### src/rtl/cpu_types.sv
// rtl/cpu_types.sv - shared CPU memory-port types and MMIO test port register map
//
// Contents:
//   memory_mask_t     byte-lane store mask carried on the data-memory port
//   MMIO_*_OFS        byte offsets of the test port registers inside its 16-byte window
//   mmio_reg_t        register select decoded from address bits [3:2]
package cpu_types;

  typedef logic [3:0] memory_mask_t;

  localparam logic [3:0] MMIO_TOHOST_OFS  = 4'h0;
  localparam logic [3:0] MMIO_CONSOLE_OFS = 4'h4;
  localparam logic [3:0] MMIO_CYCLE_OFS   = 4'h8;

  typedef enum logic [1:0] {
    REG_TOHOST   = MMIO_TOHOST_OFS[3:2],
    REG_CONSOLE  = MMIO_CONSOLE_OFS[3:2],
    REG_CYCLE    = MMIO_CYCLE_OFS[3:2],
    REG_RESERVED = 2'd3
  } mmio_reg_t;

endpackage

### src/rtl/sync_fifo.sv
// rtl/sync_fifo.sv - single-clock first-word-fall-through FIFO
//
// Ports:
//   clk, rst      clock, synchronous active-high reset (clears pointers and count)
//   push, din     write request and data; ignored when full unless a pop happens too
//   full          DEPTH entries held
//   pop, dout     read request and head data (dout valid whenever !empty)
//   empty         no entries held
module sync_fifo #(
  parameter int WIDTH = 8,
  parameter int DEPTH = 16
) (
  input  logic             clk,
  input  logic             rst,
  input  logic             push,
  input  logic [WIDTH-1:0] din,
  output logic             full,
  input  logic             pop,
  output logic [WIDTH-1:0] dout,
  output logic             empty
);

  localparam int AW = $clog2(DEPTH);

  logic [WIDTH-1:0] mem [DEPTH];
  logic [AW-1:0]    wr_ptr;
  logic [AW-1:0]    rd_ptr;
  logic [AW:0]      count;
  logic             do_push;
  logic             do_pop;

  assign empty   = (count == '0);
  assign full    = (count == (AW+1)'(DEPTH));
  assign do_pop  = pop && !empty;
  // A push into a full FIFO still succeeds when the head leaves on the same edge.
  assign do_push = push && (!full || do_pop);
  assign dout    = mem[rd_ptr];

  always_ff @(posedge clk) begin
    if (rst) begin
      wr_ptr <= '0;
      rd_ptr <= '0;
      count  <= '0;
    end else begin
      if (do_push) wr_ptr <= wr_ptr + AW'(1);
      if (do_pop)  rd_ptr <= rd_ptr + AW'(1);
      case ({do_push, do_pop})
        2'b10:   count <= count + (AW+1)'(1);
        2'b01:   count <= count - (AW+1)'(1);
        default: count <= count;
      endcase
    end
  end

  always_ff @(posedge clk) begin
    if (do_push) mem[wr_ptr] <= din;
  end

endmodule

### src/rtl/mmio_test_port.sv
// rtl/mmio_test_port.sv - memory-mapped test device: exit code, console FIFO, cycle counter, watchdog
//
// Ports:
//   clk, rst          clock, synchronous active-high reset
//   a, mask, we, wd   CPU data-memory port (mask accepted but not decoded)
//   hit, rd           window decode and combinational read data (0 when !hit)
//   done, pass        run finished; finished with exit code 1 and no timeout
//   timeout           watchdog fired
//   exit_code         latched tohost value (all ones on timeout)
//   cycles            cycles since reset, frozen once done
//   con_valid/data    console FIFO head; popped by con_ready
module mmio_test_port
  import cpu_types::*;
#(
  parameter logic [31:0] BASE_ADDR      = 32'hF000_0000,
  parameter int          FIFO_DEPTH     = 16,
  parameter logic [31:0] TIMEOUT_CYCLES = 32'd0
) (
  input  logic         clk,
  input  logic         rst,
  input  logic [31:0]  a,
  input  memory_mask_t mask,
  input  logic         we,
  input  logic [31:0]  wd,
  output logic         hit,
  output logic [31:0]  rd,
  output logic         done,
  output logic         pass,
  output logic         timeout,
  output logic [31:0]  exit_code,
  output logic [31:0]  cycles,
  output logic         con_valid,
  output logic [7:0]   con_data,
  input  logic         con_ready
);

  mmio_reg_t reg_sel;
  logic      wr;
  logic      tohost_wr;
  logic      con_push;
  logic      con_pop;
  logic      wd_fire;
  logic      overflow;
  logic      fifo_full;
  logic      fifo_empty;
  logic      unused_inputs;

  // Byte lanes and the low address bits play no part in decode.
  assign unused_inputs = ^{mask, a[1:0]};

  assign hit       = (a[31:4] == BASE_ADDR[31:4]);
  assign reg_sel   = mmio_reg_t'(a[3:2]);
  assign wr        = we && hit;
  assign tohost_wr = wr && (reg_sel == REG_TOHOST) && !done;
  assign con_push  = wr && (reg_sel == REG_CONSOLE);
  assign con_valid = !fifo_empty;
  assign con_pop   = con_valid && con_ready;
  assign wd_fire   = (TIMEOUT_CYCLES != 32'd0) && !done &&
                     (cycles == TIMEOUT_CYCLES - 32'd1);
  assign pass      = done && (exit_code == 32'd1) && !timeout;

  always_ff @(posedge clk) begin
    if (rst) begin
      done      <= 1'b0;
      timeout   <= 1'b0;
      overflow  <= 1'b0;
      exit_code <= '0;
      cycles    <= '0;
    end else begin
      if (!done) cycles <= cycles + 32'd1;
      // A program's own verdict beats a watchdog expiring on the same edge.
      if (tohost_wr) begin
        done      <= 1'b1;
        exit_code <= wd;
      end else if (wd_fire) begin
        done      <= 1'b1;
        timeout   <= 1'b1;
        exit_code <= '1;
      end
      if (con_push && fifo_full && !con_pop) overflow <= 1'b1;
    end
  end

  always_comb begin
    rd = '0;
    if (hit) begin
      case (reg_sel)
        REG_TOHOST:  rd = exit_code;
        REG_CONSOLE: rd = {30'b0, overflow, fifo_full};
        REG_CYCLE:   rd = cycles;
        default:     rd = '0;
      endcase
    end
  end

  sync_fifo #(
    .WIDTH (8),
    .DEPTH (FIFO_DEPTH)
  ) u_console_fifo (
    .clk   (clk),
    .rst   (rst),
    .push  (con_push),
    .din   (wd[7:0]),
    .full  (fifo_full),
    .pop   (con_pop),
    .dout  (con_data),
    .empty (fifo_empty)
  );

endmodule

### config.mk
export PLATFORM = sky130hd
export DESIGN_NAME = mmio_test_port
export DESIGN_NICKNAME = d
export VERILOG_FILES = /design/src/rtl/cpu_types.sv /design/src/rtl/sync_fifo.sv /design/src/rtl/mmio_test_port.sv
export SDC_FILE = /design/constraint.sdc
export NUM_CORES = 1
export LEC_CHECK = 0
export CAP_MARGIN = 25
export CORE_MARGIN = 8
export CORE_UTILIZATION = 45
export CTS_BUF_LIST = sky130_fd_sc_hd__clkbuf_8
export CTS_CLUSTER_SIZE = 30
export DETAILED_ROUTE_END_ITERATION = 7
export PLACE_DENSITY_LB_ADDON = 0.2
export SLEW_MARGIN = 20
export SYNTH_ARGS = -nofsm -noshare
export SYNTH_HDL_FRONTEND = slang
export SYNTH_HIERARCHICAL = 1
export SYNTH_SLANG_ARGS = --single-unit
### constraint.sdc
create_clock -name clk -period 4 [get_ports clk]
set_input_delay 0.4 -clock clk [delete_from_list [all_inputs] [get_ports clk]]
set_output_delay 0.4 -clock clk [all_outputs]
set_load 0.005 [all_outputs]
==> results by stage <==
Yosys:
- The net count after synthesis is 833.
- The Yosys warning count is 6.
- Synthesis inferred 211 register bits.
- Summed over all instances, the cell type with the most area after synthesis is edfxtp_1.
- For this run, the leading register cell type out of synthesis is edfxtp_1.
- The post-synth design cell area is about 9500 um2.
- The proportion of register bits with asynchronous set or reset after synthesis is 0.
- Synthesis produced between 700 and 800 cells.
- The number of distinct library cell variants in the gate-level netlist after synthesis is between 50 and 60.
- The number of enable-type register cells in the synthesized netlist is 128.
- The area share of the leading cell type in the synthesized netlist is 0.403.
- Sorting the synthesized cells by area gives the leading types as edfxtp_1 40%, dfxtp_1 17%, mux4_2 7.6%, mux2i_1 7.2%, nand2b_1 4.3%.
- Of the synthesized area, sequential elements account for 0.577.
- Each instance of the synthesized netlist takes up on average between 10 and 15 um2.

STA:
- The worst clock skew is ~0.017 ns.
- Setup repair after global routing left no endpoint under its margin.
- The count of final hold-check violations is 0.
- The setup slack after layout is between 0.6 and 0.7 ns.
- The number of pins exceeding their max-slew limit in the final report is 0.
- The maximum clock frequency is about 0.30 GHz.
- Dividing the final minimum period by the clock period gives 0.828.
- The total negative slack for setup checks is 0 ns.
- At the pin with the least slew margin, the transition time is 0.754 ns.
- Setup violations remaining at the end of the flow were counted as 0.
- The headroom to the max-slew limit is 0.496.
- The post-route minimum period is ~3.3 ns.

Min path:
- The path class of the tightest hold or removal check is in -> reg.
- The path with the worst hold slack has its endpoint at u_console_fifo/wr_ptr[2]$_SDFFE_PP0P_.
- The cell depth of the worst min-delay path is 2.
- The origin of the worst min-delay path is rst.

Power:
- The worst-case IR drop observed on VDD is between 150 and 200 uV.
- The reported net switching power is 0.000911 W.
- The combinational power share is 0.036.
- In this run the power density over the cells is about 350 nW/um2.
- The share of total power dissipated in the clock network is 0.426.
- Cell internal power was estimated by the tool at between 0.003 and 0.004 W.
- For this design the static power due to leakage is 4.05 nW.
- The switching power share of the total is 0.212.
- Of the total power, registers draw 0.538.
- The design draws ~0.0043 W.

Clocking:
- The TritonCTS clock tree is built.
- Gates resized during post-CTS repair numbered 0.
- The count of clock tree sinks is ~210.
- Clock-pin slew was measured on the worst setup and hold paths at 0.06 ns.
- After clock tree synthesis, the setup repair step added 0 buffers.
- Hold repair after CTS inserted 0 buffers.
- Buffers inserted during clock tree synthesis total 35.
- Counting along the longest clock path gives a buffer depth of 3.
- The root buffer cell chosen for the clock tree is clkbuf_8.
- The H-tree was split into 2 levels.
- Clock latency on the worst-skew pair, taken at its later pin, is between 0.5 and 0.6 ns.

Critical path:
- The path type of the worst setup path is reg -> out.
- The critical path goes through buf_4 -> mux4_2 -> a22oi_1 -> nand2_1 -> clkdlybuf4s50_1.
- The slowest cell on the critical path is dfxtp_2.
- The category of the worst setup path capture point is an output port.
- The worst path buffer plus inverter count is 2.
- The path depth of the worst reg2reg path is 11.
- The maximum net fanout on the critical path is 19.
- STA classifies the critical path startpoint as a register.
- Broken down by cell family, the worst path's largest delay share belongs to buffers and inverters.
- The arrival time at the worst endpoint is a little under 3 ns.
- The launch point of the worst reg-to-reg path is u_console_fifo/count[0]$_SDFFE_PP0P_.
- The endpoint required time on the critical path is roughly 3.6 ns.
- The maximum single-stage delay on the critical path is about 0.76 ns.
- The worst register-to-register path ends at u_console_fifo/count[4]$_SDFFE_PP0P_.
- The setup slack of the most critical reg-to-reg path is about 0.72 ns.

Finish:
- The share of layout cells above drive strength 1 is 0.107.
- For this run, the post-layout net count is a little over 1000.
- Counting the fill cells in the layout gives ~1800.
- 0 antenna diodes ended up in the layout.
- The area taken by multi-input logic gates is about 3800 um2.
- The area growth from synthesis to layout is 27.4%.
- Once layout is done, the placed cells without fillers occupy between 10000 and 15000 um2.
- Across the whole layout, storage elements account for 5510 um2.
- Measured on the finished design, the core utilization comes to 0.582.

Floorplanning:
- From left edge to right edge, the die measures approximately 160 um.
- The die is roughly 160 um tall.
- The count of standard-cell rows is 53.
- The initial core utilization is 0.457.
- The region available for standard cell placement spans 20900 um2.
- The area enclosed by the die boundary is roughly 26000 um2.
- The I/O pin count is roughly 180.

GRT:
- The total congestion overflow after global routing is 0.
- The wire length of the first global-routing pass is 36.9 mm.
- The met3 usage in global routing is 0.0466.
- For met1 alone, demand over resource in global routing was 0.226.
- The initial antenna violation count was 0.
- In the global route stage, overall resource usage came out at 0.177.
- The met2 layer usage reported by global route is 0.291.
- Entering global routing, the biggest net connects 60 pins.
- met2 is the most crowded layer.
- The number of global-route vias before repair is 6732.

Drt:
- The first-pass iteration count of the detailed router is 4.
- In the routed design, unresolved DRC markers number 0.
- The sum of routed wire length over all layers is roughly 23 mm.
- The remaining antenna violation count is 0.
- The starting DRC count in detailed routing is approximately 300.
- The average routed wire per standard cell is roughly 19 um.
- The final route contains 6531 vias.
- In the routed layout, each cell is associated on average with a via count of about 5.3.

Placement:
- The detailed placement HPWL is about 16 mm.
- The last weighted congestion value of the routability-driven placer is roughly 0.76.
- The placed cell area is around 11000 um2.
- The minimum setup slack after placement is about 0.48 ns.
- During placement, the flow inserted port buffers numbering approximately 170.

Outcome:
- The run finished with clean final reports.

Flow run:
- Max-cap violations in this run came to 0.
[placed cells by master, fill, tap and decap left out, types with 16 or more instances in the layout]
cell             instances
mux4_2                  32
a22oi_1                 16
nor2_1                  61
mux2i_1                 69
clkbuf_8                37
inv_1                   28
a21oi_1                 23
nand3_1                 17
clkdlybuf4s50_1        171
dfxtp_1                 82
nand2_1                 17
nand2b_1                66
edfxtp_1               128
[power by group through the flow]
| stage | Sequential (W) | Clock [W] | Combinational (W) |
|---|---|---|---|
| 2_1_floorplan | 0.00236 | 0 | 0.0000541 |
| 3_3_place_gp | 0.00236 | 0 | 0.000154 |
| 3_5_place_dp | 0.00236 | 0 | 0.000155 |
| 4_1_cts | 0.00231 | 0.00188 | 0.000155 |
| 5_1_grt | 0.00231 | 0.00197 | 0.000167 |
| 6_report | 0.00231 | 0.00183 | 0.000153 |
[synth_stat cells (2+ instances only)]
library cell  number
or3_1             13
buf_2              5
clkbuf_1          29
xnor2_1           11
and4_1             3
o31ai_1            9
inv_1             15
a22oi_1           16
and3_1             6
xor2_1             5
mux4_2            32
nand2_1           17
o21a_1             5
nor2_1            61
mux2_2             2
ha_1               9
mux2i_1           69
nand2b_1          66
nor3b_1            4
or4_1             13
o211ai_1           2
o21ai_0           14
nand4_1           11
o21ai_2            2
nor4b_1            4
nor2b_1           10
nand3_1           17
buf_6              2
dfxtp_1           83
buf_1              3
buf_4              4
a21oi_1           23
nor4_1            13
and2_1            13
edfxtp_1         128
nor3_1            14
[metrics by stage]
stage / hold WS (ns) / instances
2_1_floorplan: 0.468 / 751
3_3_place_gp: 0.491 / 1165
3_5_place_dp: 0.495 / 1165
4_1_cts: 0.315 / 1228
5_1_grt: 0.364 / 1228
6_report: 0.339 / 1228
[cell type report]
class                   instances  share of cell area
flip-flops and latches        211               0.453
clock inverters                26              0.0136
multi-input cells             480               0.310
clock buffers                  37              0.0419
repair buffers                183               0.148
well taps                     275              0.0283
inverters                      16             0.00494
[sequential cells by signal, summed over array words and instances, names as in the netlist, named ones only]
signal                 count
u_console_fifo/rd_ptr      4
cycles                    32
exit_code                 32
u_console_fifo/count       5
u_console_fifo/mem       128
overflow                   1
done                       1
u_console_fifo/wr_ptr      4
[worst max-delay path by stage]
stage	slack (ns)	cells past startpoint	startpoint	to
final	0.69	5	register	con_data[3]
after floorplan	0.89	13	a[13]	u_console_fifo/count[4]$_SDFFE_PP0P_
after detailed placement	0.48	13	a[6]	u_console_fifo/count[4]$_SDFFE_PP0P_
after CTS	0.58	5	register	con_data[3]
after global routing	0.46	5	register	con_data[6]
after global placement	0.53	13	a[6]	u_console_fifo/count[4]$_SDFFE_PP0P_
[routing by layer]
metal / part of all wire / up-vias
met4: 0.017 / 0
met1: 0.44 / 3159
li1: - / 3164
met2: 0.48 / 175
met3: 0.062 / 33
met5: 0 / -
[cells by family after synthesis]
group	after synthesis	share of synthesized area
DFF	211	0.577
muxes	103	0.150
adders and majority gates	10	0.0139
and+or+nand+nor	271	0.162
buffers and inverters	60	0.0275
other	1	0.000393
xor gates and xnor gates	16	0.0147
AOI/OAI and AO/OA	79	0.0546
Note: power is estimated with default switching activity, not from simulation.
